--- config.mk ---
export PLATFORM = sky130hd
export DESIGN_NAME = gmii_rx_to_fifo_flat
export DESIGN_NICKNAME = d
export VERILOG_FILES = /design/src/rtl/gmii_rx_to_fifo_if.sv /design/src/rtl/gmii_rx_to_fifo.sv /design/src/flat_wrapper.sv
export SDC_FILE = /design/constraint.sdc
export NUM_CORES = 1
export LEC_CHECK = 0
export CAP_MARGIN = 25
export CORE_ASPECT_RATIO = 1.2
export CORE_MARGIN = 2
export CORE_UTILIZATION = 67
export DETAILED_ROUTE_END_ITERATION = 10
export DONT_BUFFER_PORTS = 1
export HOLD_SLACK_MARGIN = 0.06
export PLACE_DENSITY = 0.85
export SYNTH_ARGS = -nofsm -noshare
export SYNTH_HDL_FRONTEND = slang
export SYNTH_SLANG_ARGS = --single-unit
--- constraint.sdc ---
create_clock -name clock -period 4.05 [get_ports clock]
set_clock_uncertainty 0.05 [all_clocks]
set_input_delay 0.81 -clock clock [delete_from_list [all_inputs] [get_ports clock]]
set_output_delay 0.81 -clock clock [all_outputs]
set_load 0.02 [all_outputs]
--- src/rtl/gmii_rx_to_fifo_if.sv ---
// gmii_rx_to_fifo_if
//   Write side of the RX->TX elastic FIFO.
//   master : the GMII receive stage (drives the write bus, sees almost_full)
//   slave  : the FIFO (accepts the write bus, reports almost_full)
//   fifo_we          write strobe, one entry per cycle when high
//   fifo_d           byte written
//   fifo_er          per-byte error flag written alongside fifo_d
//   fifo_frame_end   marks the last byte of a frame
//   fifo_almost_full FIFO has fewer than 2 free entries
interface gmii_rx_to_fifo_if;
    logic       fifo_we;
    logic [7:0] fifo_d;
    logic       fifo_er;
    logic       fifo_frame_end;
    logic       fifo_almost_full;

    modport master (
        output fifo_we,
        output fifo_d,
        output fifo_er,
        output fifo_frame_end,
        input  fifo_almost_full
    );

    modport slave (
        input  fifo_we,
        input  fifo_d,
        input  fifo_er,
        input  fifo_frame_end,
        output fifo_almost_full
    );
endinterface

--- src/rtl/gmii_rx_to_fifo.sv ---
// gmii_rx_to_fifo
//   Moves GMII RX bytes into the RX->TX elastic FIFO, tagging each byte with
//   its error flag and marking the last byte of every frame. Every frame that
//   is started is always terminated with a frame-end entry, even when it is
//   truncated by FIFO back-pressure or by the length limit.
// Ports
//   clock        RX byte clock (GMII RX_CLK domain)
//   reset_n      synchronous, active-low reset
//   rx_dv        GMII receive data valid
//   rxd          GMII receive data
//   rx_er        GMII receive error (ignored while rx_dv=0)
//   fifo         FIFO write bus (master side)
//   frame_count  frames terminated normally (wraps)
//   drop_count   frames truncated or wholly dropped (wraps)
//   overflow     one-cycle pulse on each FIFO-caused truncation/drop
module gmii_rx_to_fifo #(
    parameter logic [15:0] MAX_FRAME_LEN = 16'd16383
) (
    input  logic                     clock,
    input  logic                     reset_n,
    input  logic                     rx_dv,
    input  logic [7:0]               rxd,
    input  logic                     rx_er,
    gmii_rx_to_fifo_if.master        fifo,
    output logic [15:0]              frame_count,
    output logic [15:0]              drop_count,
    output logic                     overflow
);

    typedef enum logic [1:0] {
        IDLE,
        RECV,
        DROP
    } state_t;

    localparam logic [15:0] LAST_IDX = MAX_FRAME_LEN - 16'd1;

    state_t      state;
    logic [7:0]  hold_d;
    logic        hold_er;
    logic        hold_valid;
    logic [15:0] byte_count;

    // The one-byte hold register delays the stream so that rx_dv falling is
    // seen while the last byte is still in hand; it can then be written with
    // frame_end set.
    always_ff @(posedge clock) begin
        if (!reset_n) begin
            state               <= IDLE;
            hold_d              <= '0;
            hold_er             <= 1'b0;
            hold_valid          <= 1'b0;
            byte_count          <= '0;
            fifo.fifo_we        <= 1'b0;
            fifo.fifo_d         <= '0;
            fifo.fifo_er        <= 1'b0;
            fifo.fifo_frame_end <= 1'b0;
            frame_count         <= '0;
            drop_count          <= '0;
            overflow            <= 1'b0;
        end else begin
            fifo.fifo_we        <= 1'b0;
            fifo.fifo_d         <= '0;
            fifo.fifo_er        <= 1'b0;
            fifo.fifo_frame_end <= 1'b0;
            overflow            <= 1'b0;

            unique case (state)
                IDLE: begin
                    if (rx_dv) begin
                        if (!fifo.fifo_almost_full) begin
                            hold_d     <= rxd;
                            hold_er    <= rx_er;
                            hold_valid <= 1'b1;
                            byte_count <= '0;
                            state      <= RECV;
                        end else begin
                            drop_count <= drop_count + 16'd1;
                            overflow   <= 1'b1;
                            state      <= DROP;
                        end
                    end
                end

                RECV: begin
                    if (!hold_valid) begin
                        state <= IDLE;
                    end else if (!rx_dv) begin
                        // End of frame wins over back-pressure and length limit.
                        fifo.fifo_we        <= 1'b1;
                        fifo.fifo_d         <= hold_d;
                        fifo.fifo_er        <= hold_er;
                        fifo.fifo_frame_end <= 1'b1;
                        hold_valid          <= 1'b0;
                        byte_count          <= byte_count + 16'd1;
                        frame_count         <= frame_count + 16'd1;
                        state               <= IDLE;
                    end else if (fifo.fifo_almost_full || (byte_count == LAST_IDX)) begin
                        // Truncate: the held byte becomes an errored terminator.
                        // almost_full still leaves one free entry for it.
                        fifo.fifo_we        <= 1'b1;
                        fifo.fifo_d         <= hold_d;
                        fifo.fifo_er        <= 1'b1;
                        fifo.fifo_frame_end <= 1'b1;
                        hold_valid          <= 1'b0;
                        byte_count          <= byte_count + 16'd1;
                        drop_count          <= drop_count + 16'd1;
                        overflow            <= fifo.fifo_almost_full;
                        state               <= DROP;
                    end else begin
                        fifo.fifo_we <= 1'b1;
                        fifo.fifo_d  <= hold_d;
                        fifo.fifo_er <= hold_er;
                        hold_d       <= rxd;
                        hold_er      <= rx_er;
                        byte_count   <= byte_count + 16'd1;
                    end
                end

                DROP: begin
                    if (!rx_dv) begin
                        state <= IDLE;
                    end
                end

                default: begin
                    state      <= IDLE;
                    hold_valid <= 1'b0;
                end
            endcase
        end
    end

endmodule

--- src/flat_wrapper.sv ---
// flat-port wrapper written by rule: the top's interface ports become plain ports
module gmii_rx_to_fifo_flat 
#(
    parameter logic [15:0] MAX_FRAME_LEN = 16'd16383
)
  (clock, reset_n, rx_dv, rxd, rx_er, frame_count, drop_count, overflow, fifo_fifo_we, fifo_fifo_d, fifo_fifo_er, fifo_fifo_frame_end, fifo_fifo_almost_full);
  gmii_rx_to_fifo_if fifo_i ();
  input  logic clock;
  input  logic reset_n;
  input  logic rx_dv;
  input  logic [7:0] rxd;
  input  logic rx_er;
  output logic [15:0] frame_count;
  output logic [15:0] drop_count;
  output logic overflow;
  output wire logic [$bits(fifo_i.fifo_we)-1:0] fifo_fifo_we;
  output wire logic [$bits(fifo_i.fifo_d)-1:0] fifo_fifo_d;
  output wire logic [$bits(fifo_i.fifo_er)-1:0] fifo_fifo_er;
  output wire logic [$bits(fifo_i.fifo_frame_end)-1:0] fifo_fifo_frame_end;
  input wire logic [$bits(fifo_i.fifo_almost_full)-1:0] fifo_fifo_almost_full;
  assign fifo_fifo_we = fifo_i.fifo_we;
  assign fifo_fifo_d = fifo_i.fifo_d;
  assign fifo_fifo_er = fifo_i.fifo_er;
  assign fifo_fifo_frame_end = fifo_i.fifo_frame_end;
  assign fifo_i.fifo_almost_full = fifo_fifo_almost_full;
  gmii_rx_to_fifo #(.MAX_FRAME_LEN(MAX_FRAME_LEN)) u_core (.clock(clock), .reset_n(reset_n), .rx_dv(rx_dv), .rxd(rxd), .rx_er(rx_er), .fifo(fifo_i), .frame_count(frame_count), .drop_count(drop_count), .overflow(overflow));
endmodule
; Word-level counts from Yosys, hierarchy flattened
; Cells that the tools add are included.
[word_totals]
in_bits = 13
regBits = 72
elab_cells = 86
[op_classes]
mux = 46
n_eq_ne = 12
bitwise_logic = 2
add_sub_neg = 3
n_reduce_logical = 11
[ops]
columns = op, n
row1 = $mux 16, 8
row2 = $pmux 16 s2, 2
row3 = $add 16x1->16 const B, 3
row4 = $mux 8, 5
row5 = $mux 1, 20
row6 = $eq 16x14->1 const B, 1
row7 = $pmux 8 s2, 1
row8 = $mux 2, 6
row9 = $ne 2x2->1 const B, 6
row10 = $reduce_and 3->1, 4
row11 = $reduce_and 6->1, 2
row12 = $pmux 2 s3, 1
row13 = $ne 2x1->1 const B, 2
row14 = $ne 4x4->1 const B, 1
row15 = $pmux 1 s2, 2
row16 = $reduce_and 4->1, 1
row17 = $pmux 1 s3, 1
row18 = $eq 2x1->1 const B, 1
row19 = $eq 2x2->1 const B, 1
row20 = $logic_not 2->1, 1
row21 = $not 1->1, 2
row22 = $reduce_and 2->1, 1
row23 = $reduce_bool 2->1, 1
row24 = $logic_or 1x1->1, 1

; Depth between registers and ports, before layout
; Gate-level depths: netlist of the first run.
[logic_depth]
ltp_word = 6
depth_mapped = 8
ltp_nobuf = 7

; Least setup slack after synthesis of the first run
; OpenSTA, ideal clock, no wires.
[synth_timing]
path_kind = in2reg
from = input fifo_fifo_almost_full
to = register u_core.byte_count[14]
setup_ns = 0.117
n_path_buf = 0
required_ns = 3.883
stages = 5
setup_slack_ns = 1.723
arrival_ns = 2.160
path_cell_list = or3b_1 a21o_1 or4_1 xor2_1 nor2_2
[synth_via]
elab_chain_len = 2
[synth_lines]
columns = element, line
row1 = "start, declared", flat_wrapper.sv:20  ; input wire logic [$bits(fifo_i.fifo_almost_full)-1:0] fifo_fifo_almost_full;
row2 = $ne 2x2->1 (no source line), n/a
row3 = $reduce_and 4->1 (no source line), n/a
row4 = "end signal, assigned", gmii_rx_to_fifo.sv:95  ; byte_count <= byte_count + 16'd1;
row5 = "end signal, assigned", gmii_rx_to_fifo.sv:106  ; byte_count <= byte_count + 16'd1;
row6 = "end signal, assigned", gmii_rx_to_fifo.sv:116  ; byte_count <= byte_count + 16'd1;
row7 = "end, declared", gmii_rx_to_fifo.sv:42  ; logic [15:0] byte_count;
; Every way passes these cells.
; A chain may end at the register's enable or synchronous reset.

; Worst setup path after layout of the first run
[layout_timing]
from = register u_core.byte_count[0]
to = register u_core.drop_count[11]
[layout_via]
elab_chain_len = 4
[layout_lines]
columns = element, line
row1 = $eq 16x14->1, gmii_rx_to_fifo.sv:98  ; end else if (fifo.fifo_almost_full || (byte_count == LAST_IDX)) begin
row2 = $logic_or 1x1->1, gmii_rx_to_fifo.sv:98
row3 = $ne 2x1->1 (no source line), n/a
row4 = $reduce_and 6->1 (no source line), n/a
row5 = "end signal, assigned", gmii_rx_to_fifo.sv:78  ; drop_count <= drop_count + 16'd1;
row6 = "end signal, assigned", gmii_rx_to_fifo.sv:107  ; drop_count <= drop_count + 16'd1;
row7 = "end, declared", gmii_rx_to_fifo.sv:26  ; output logic [15:0] drop_count,
; Every way passes these cells.

==> results of run 1 <==
==> cell usage in the layout (no fill, tap or decap), types with 7 or more instances in the layout <==
master / count
inv_1: 7
xor2_1: 19
nand2b_1: 9
nand2_1: 26
and2_1: 28
xnor2_1: 14
o21ai_1: 8
dfxtp_1: 72
nand3_1: 25
nor2_1: 20
o21ai_0: 8
clkbuf_8: 10
nand4_1: 14
==> worst max-delay path: cells and delay by family (launching register included) <==
kind | cells | cell delay (ns)
and+or+nand+nor | 3 | 1.21
DFF | 1 | 0.36
adders and majority gates | 1 | 0.14
AOI/OAI and AO/OA | 2 | 0.49
buffers and inverters | 1 | 0.08
==> sequential cells by signal, indices dropped and copies added, names as in the netlist, 2 cells and up <==
signal,cells
u_core.hold_d,8
u_core.state,2
u_core.fifo.fifo_d,8
u_core.drop_count,16
u_core.byte_count,16
u_core.frame_count,16
==> stage by stage <==
stage	hold WS, ns	cell area [um^2]	total power [W]
after CTS	0.3990	3391	0.001357
after floorplan	0.3738	3162	0.0007870
after global routing	0.4236	3391	0.001401
after detailed placement	0.3862	3184	0.0007893
final	0.3928	3391	0.001350
after global placement	0.3811	3184	0.0007872
==> how the worst max path moves through the flow <==
stage	to	slack, ns	cells after the start
floorplan	u_core.byte_count[14]	1.72	5
global placement	u_core.byte_count[7]	1.64	5
detailed placement	u_core.byte_count[6]	1.61	5
CTS	u_core.drop_count[11]	1.67	7
global route	u_core.drop_count[15]	1.42	6
finish	u_core.drop_count[11]	1.64	7
==> final cells by class <==
type / instances / area [um^2] / area share [%]
tap: 58 / 72.57 / 2.140
inverter: 7 / 26.28 / 0.7749
timing repair buffer: 1 / 7.507 / 0.2214
clock inverter: 6 / 68.82 / 2.030
multi-input combinational: 249 / 1637 / 48.27
sequential: 72 / 1441 / 42.51
clock buffer: 10 / 137.6 / 4.059
==> report_power, final <==
part,switching (W),total (W),internal (W)
Sequential,0.0000137,0.000731,0.000718
Combinational,0.0000257,0.0000422,0.0000165
Clock,0.000273,0.000576,0.000303
==> metal layers <==
layer	global-route usage [%]	wire length (um)
met1	32.25	2741
met2	39.80	2956
met3	7.507	364
met4	10.82	125
met5	0	0
==> logic make-up (layout without fill, tap and decap cells) <==
| logic type | Yosys count | count (layout) | synth area share [%] |
|---|---|---|---|
| AND/OR/NAND/NOR | 161 | 161 | 28.29 |
| flip-flops | 72 | 72 | 45.59 |
| AO/OA/AOI/OAI | 46 | 46 | 11.16 |
| XOR/XNOR | 33 | 33 | 9.141 |
| buffers and inverters | 21 | 24 | 2.651 |
| multiplexers | 5 | 5 | 1.583 |
| adder cells (fa/ha/maj) | 4 | 4 | 1.583 |
==> impl_metrics.yaml, run 1 <==
power_and_ir_drop:
  power_density_nw_per_um2: 398.1
  p_leak_nw: 1.256
  peakVddDrop_mv: 0.2250
critical_path:
  cp-start-kind: "register"
  critPathLaunch: "u_core.byte_count[0]"
  r2r_start: "u_core.byte_count[0]"
  cp_cell_sequence: "inv_1 -> ha_1 -> or3b_4 -> nor4_1 -> o21ai_1 -> or3_1 -> a21boi_1"
  crit_arrival_ns: 2.64
  cp-end-kind: "register"
  ff2ff_setup_slack_ns: 1.64
  reg2reg_to: "u_core.drop_count[11]"
  rr_worst_depth: 7
  crit_required_ns: 4.28
  criticalPathCategory: "register to register"
  slowest_delay_ns: 0.42
  crit_path_top_delay_cell: "or3_1"
  critPathMaxFanout: 9
floorplanning:
  core.rowCount: 27
  dieHeight_um: 79.25
  coreArea_um2: 4561
  die_area_um2: 5287
  fp.dieW_um: 66.71
  initial_core_util_pct: 69.33
  io_pins: 57
global_route:
  grt_max_degree: 64
  grt_pass1_vias: 2215
  grt_pass1_wl_mm: 10.29
  grt-ovfl-total: 0
  antenna_found_initial: 0
  grtUsageTotal_pct: 25.40
route:
  wire_per_inst_um: 15.35
  route.detailed.drc: 0
  dr.pass1.iters: 4
  first_iter_violations: 195
  vias: 2381
  ant_nets: 0
  wirelength_mm: 6.188
  vias_per_cell: 5.908
yosys:
  synth_common_cells: "dfxtp_1 (72), and2_1 (28), nand2_1 (26)"
  yosysMostFrequentCell: "dfxtp_1"
  synthesis.area_um2: 3162
  synth_edf_count: 0
  synth.largest_area_cell: "dfxtp_1"
  ys.flop_type: "dfxtp_1"
  yosys-top-cells-area: "dfxtp_1 (46%), and2_1 (5.5%), xor2_1 (5.3%)"
  avgSynthCellArea_um2: 9.245
  synthesis.nets: 359
  ys_warn_count: 0
  synth_seq_cells: 72
  netlist.area_leader.share_pct: 45.59
  seq_area_frac_synth_pct: 45.59
  synthCells: 342
  yosysUniqueCellTypes: 47
  synthArstFlopShare_pct: 0
status:
  status: "finished, final reports clean"
timing:
  final_max_slew_viol_count: 0
  rsz0062_at_grt: "false"
  hold_violations: 0
  fmax_mhz: 414.3
  tns_ns: 0
  period_share_pct: 59.60
  setup_viol: 0
  slew_headroom_pct: 52.39
  setup_slack_ns: 1.636
  tightest_slew_ns: 0.7098
  period_needed_ns: 2.414
place:
  dpl.hpwl_mm: 4.122
  gp_congestion: 0.8540
  portBuffers: 0
  dp_cells: 387
  dpl_worst_slack_ns: 1.613
worst_hold_path:
  worstHoldStart: "u_core.hold_d[6]"
  hold_depth: 2
  min_path_type: "register to register"
  hold_end: "u_core.hold_d[6]"
clock_tree:
  clk_path_buf_depth: 2
  cts_buffers: 9
  htree_levels: 3
  cts.repair.resized: 0
  root_buffer: "clkbuf_8"
  cts_setup_buffers: 0
  numClockSinks: 72
  cts_tree: "done"
  clkTransAtPathRegs_ns: 0.08
  clock_latency_ns: 0.34
  holdBufCountCts: 0
final_layout:
  synthToLayoutAreaGrowth_pct: 7.242
  fin_cells: 403
  fin_util_pct: 74.35
  fin_nets: 357
  antenna_cells: 0
  drive_above_1_share_pct: 9.275
  fill_cells: 336
flow_run:
  cap_violations: 0
Note: power is estimated with default switching activity, not from simulation.
==> inputs of run 2 (changes only) <==
Settings changed: CORE_UTILIZATION 67 to 62, PLACE_DENSITY 0.85 to 0.8.
Clock period 4.05 ns to 2.5 ns, I/O delays scaled along.
==> impl_metrics.yaml, run 2 (synthesis results as in run 1) <==
status:
  status: "finished, final reports clean"
power_and_ir_drop:
  power.internal_w: 0.001757
  peakVddDrop_mv: 0.3784
  swShare_pct: 21.95
  total_power_w: 0.002251
  p_leak_nw: 1.284
  power_density_nw_per_um2: 652.3
  combPwrFrac_pct: 3.0
  switchingPower_w: 0.0004940
  pwr-share-seq_pct: 52.5
  pwr-share-clk_pct: 44.5
global_route:
  antenna_found_initial: 0
  grt-ovfl-total: 0
  grt_pass1_wl_mm: 9.177
  grt_pass1_vias: 2067
  grtUsageTotal_pct: 20.05
  grt_max_degree: 64
clock_tree:
  cts.repair.resized: 0
  holdBufCountCts: 0
  cts_setup_buffers: 0
  root_buffer: "clkbuf_8"
  clkTransAtPathRegs_ns: 0.08
  clock_latency_ns: 0.34
  cts_buffers: 9
  htree_levels: 3
  cts_tree: "done"
  numClockSinks: 72
  clk_path_buf_depth: 2
timing:
  hold_violations: 0
  tightest_slew_ns: 0.5709
  final_max_slew_viol_count: 0
  tns_ns: 0
  period_needed_ns: 2.208
  setup_viol: 0
  fmax_mhz: 453.0
  rsz0062_at_grt: "false"
  slew_headroom_pct: 61.68
  period_share_pct: 88.31
route:
  first_iter_violations: 118
  vias_per_cell: 5.790
  route.detailed.drc: 0
  wirelength_mm: 5.723
  vias: 2374
  dr.pass1.iters: 4
  wire_per_inst_um: 13.96
  ant_nets: 0
critical_path:
  critPathMaxFanout: 9
  cp_cell_sequence: "ha_1 -> or3b_4 -> nor4_2 -> o21ai_1 -> or3_1 -> a21boi_1"
  cp-start-kind: "register"
  crit_arrival_ns: 2.43
  crit_path_top_delay_cell: "or3_1"
  crit_required_ns: 2.73
  cp-end-kind: "register"
  criticalPathCategory: "register to register"
  slowest_delay_ns: 0.42
place:
  gp_congestion: 0.7743
  dpl.hpwl_mm: 3.947
  placed_area_um2: 3224
  portBuffers: 0
final_layout:
  final_cell_mix: "dfxtp_1 (72), and2_1 (28), nand2_1 (26)"
  stdcell_area_um2: 3451
  fin_nets: 362
  top_regs: "u_core.byte_count (16), u_core.drop_count (16), u_core.frame_count (16)"
  final_common_cell: "dfxtp_1"
  fin_util_pct: 69.86
  drive_above_1_share_pct: 10.57
  antenna_cells: 0
  synthToLayoutAreaGrowth_pct: 9.141
floorplanning:
  coreArea_um2: 4940
  die_area_um2: 5689
  initial_core_util_pct: 64.01
  io_pins: 57
  fp.dieW_um: 69.19
  dieHeight_um: 82.23
  core.rowCount: 28
worst_hold_path:
  min_path_type: "input port to register"
flow_run:
  cap_violations: 0
run 2: area by class of cell:
cell class / count / area (um^2)
Inverter: 7 / 26.28
Multi-Input combinational cell: 249 / 1643
Timing Repair Buffer: 6 / 45.04
Clock buffer: 10 / 127.6
Clock inverter: 6 / 92.59
Fill cell: 361 / 1489
Tap cell: 60 / 75.07
Sequential cell: 72 / 1441
run 2: power by group through the flow:
stage                     registers [W]  clock network (W)   logic, W
after floorplan                 0.00120                  0  0.0000712
after global placement          0.00121                  0  0.0000662
after detailed placement        0.00121                  0  0.0000683
after CTS                       0.00118            0.00102  0.0000687
after global routing            0.00118            0.00106  0.0000768
final                           0.00118            0.00100  0.0000680
run 2: layer usage:
layer	track usage, %	up-vias	wire, um
met1	23.78	1109	2571
met2	33.56	57	2766
met4	9.216	0	95
met5	0	-	0
met3	6.432	11	289
li1	-	1197	-
run 2: path summary, 6_finish.rpt:
check | from | endpoint | slack [ns] | depth (start not counted)
max | u_core.byte_count[1] | u_core.drop_count[15] | 0.29 | 6
min | rx_dv | u_core.fifo.fifo_frame_end | 0.21 | 1
max reg2reg | u_core.byte_count[1] | u_core.drop_count[15] | 0.29 | 6
min reg2reg | u_core.hold_d[3] | u_core.hold_d[3] | 0.39 | 2
run 2: through the flow:
stage | instances | worst slack, ns | hold slack [ns]
CTS | 410 | 0.1653 | 0.2051
finish | 410 | 0.2923 | 0.2140
floorplan | 342 | 0.4221 | 0.3738
global placement | 394 | 0.2828 | 0.3810
global route | 410 | 0.1611 | 0.2150
detailed placement | 394 | 0.1928 | 0.3867
run 2: critical path, delay by kind of cell (launching register included):
| kind | cells | cell delay (ns) |
|---|---|---|
| AO/OA/AOI/OAI | 2 | 0.44 |
| adder cells (fa/ha/maj) | 1 | 0.17 |
| flip-flops | 1 | 0.41 |
| AND/OR/NAND/NOR | 3 | 1.08 |
==> inputs of run 3 (changes only) <==
Settings changed: PLACE_DENSITY 0.8 to 0.78, REMOVE_ABC_BUFFERS set to 1.
==> impl_metrics.yaml, run 3 (synthesis results as in run 1) <==
status:
  status: "finished, final reports clean"
place:
  dp_cells: 396
  placed_area_um2: 3239
  dpl.hpwl_mm: 3.948
  dpl_worst_slack_ns: 0.2286
  gp_congestion: 0.8013
  portBuffers: 0
clock_tree:
  holdBufCountCts: 0
  cts_tree: "done"
  clock_latency_ns: 0.35
  numClockSinks: 72
  cts_buffers: 9
  cts_setup_buffers: 0
  clkTransAtPathRegs_ns: 0.09
  htree_levels: 3
  root_buffer: "clkbuf_8"
  clk_path_buf_depth: 2
critical_path:
  crit_buf_inv: 1
  path_delay_family: "simple AND/OR/NAND/NOR gates"
  crit_arrival_ns: 2.44
  criticalPathCategory: "register to register"
  cp_cell_sequence: "inv_1 -> ha_1 -> or3b_4 -> nor4_1 -> o21ai_2 -> or3_1 -> a21boi_1"
  crit_required_ns: 2.73
  cp-end-kind: "register"
  critPathMaxFanout: 9
  crit_path_top_delay_cell: "nor4_1"
  cp-start-kind: "register"
  ff2ff_setup_slack_ns: 0.29
  slowest_delay_ns: 0.39
route:
  ant_nets: 0
  route.detailed.drc: 0
  dr.pass1.iters: 4
  first_iter_violations: 74
  wire_per_inst_um: 14.15
  wirelength_mm: 5.831
  vias: 2346
  vias_per_cell: 5.694
timing:
  period_share_pct: 88.46
  final_max_slew_viol_count: 0
  hold_violations: 0
  slew_headroom_pct: 62.39
  rsz0062_at_grt: "false"
  setup_viol: 0
  setup_slack_ns: 0.2886
  period_needed_ns: 2.211
  fmax_mhz: 452.2
  tightest_slew_ns: 0.5642
  tns_ns: 0
power_and_ir_drop:
  power.internal_w: 0.001571
  p_leak_nw: 1.281
  swShare_pct: 25.65
  peakVddDrop_mv: 0.6190
  pwr-share-clk_pct: 40.8
  power_density_nw_per_um2: 616.2
  pwr-share-seq_pct: 55.7
  combPwrFrac_pct: 3.5
  switchingPower_w: 0.0005418
global_route:
  grt_max_degree: 64
  grt_pass1_wl_mm: 9.832
  grt_pass1_vias: 2202
  antenna_found_initial: 0
  grtUsageTotal_pct: 21.76
  grt-ovfl-total: 0
floorplanning:
  initial_core_util_pct: 64.01
  fp.dieW_um: 69.19
  io_pins: 57
  die_area_um2: 5689
  dieHeight_um: 82.23
  coreArea_um2: 4940
  core.rowCount: 28
final_layout:
  synthToLayoutAreaGrowth_pct: 8.429
  top_regs: "u_core.byte_count (16), u_core.drop_count (16), u_core.frame_count (16)"
  final_common_cell: "dfxtp_1"
  final_cell_mix: "dfxtp_1 (72), and2_1 (28), nand2_1 (26)"
  stdcell_area_um2: 3428
  antenna_cells: 0
  fin_nets: 364
  drive_above_1_share_pct: 11.36
  fin_cells: 412
flow_run:
  cap_violations: 0
worst_hold_path:
  min_path_type: "input port to register"
## run 3: cell types whose count changed in the layout (fill, tap and decap cells not counted), sizes merged
cell | before | now
inv | 8 | 11
buf | 6 | 8
clkbuf | 10 | 9
bufinv | 2 | 0
## run 3: final timing paths
| check | startpoint | to | cells past startpoint |
|---|---|---|---|
| max | u_core.byte_count[0] | u_core.drop_count[15] | 7 |
| min | rx_dv | u_core.fifo.fifo_frame_end | 1 |
| max reg2reg | u_core.byte_count[0] | u_core.drop_count[15] | 7 |
| min reg2reg | u_core.hold_d[2] | u_core.hold_d[2] | 2 |
## run 3: timing repair
item,in CTS,in global routing
setup endpoints to repair,0,1
hold endpoints to repair,0,0
resized for setup,0,1
## run 3: through the flow
step | total power (W) | hold WS (ns) | util, %
3_5_place_dp | 0.001279 | 0.3862 | 65.58
5_1_grt | 0.002188 | 0.1946 | 69.40
6_report | 0.002112 | 0.2035 | 69.40
3_3_place_gp | 0.001276 | 0.3816 | 65.58
4_1_cts | 0.002127 | 0.1936 | 69.33
2_1_floorplan | 0.001260 | 0.3738 | -
## run 3: layout make-up
cell class / instances / area [um^2]
sequential: 72 / 1441
timing repair buffer: 8 / 60.06
multi-input combinational: 249 / 1640
fill: 418 / 1511
tap: 60 / 75.07
clock inverter: 7 / 61.31
clock buffer: 9 / 123.9
inverter: 7 / 26.28
## run 3: per-layer routing
| layer | wire length [um] | track usage [%] | vias to the layer above |
|---|---|---|---|
| li1 | - | - | 1200 |
| met1 | 2633 | 24.14 | 1095 |
| met2 | 2792 | 36.83 | 45 |
| met3 | 338 | 10.56 | 6 |
| met4 | 67 | 7.647 | 0 |
| met5 | 0 | 0 | - |
## run 3: power groups by stage
stage | registers (W) | logic [W] | clock network [W]
final | 0.00118 | 0.0000746 | 0.000861
after global routing | 0.00118 | 0.0000834 | 0.000925
after CTS | 0.00118 | 0.0000750 | 0.000876
after detailed placement | 0.00120 | 0.0000747 | 0
after global placement | 0.00120 | 0.0000730 | 0
after floorplan | 0.00121 | 0.0000545 | 0
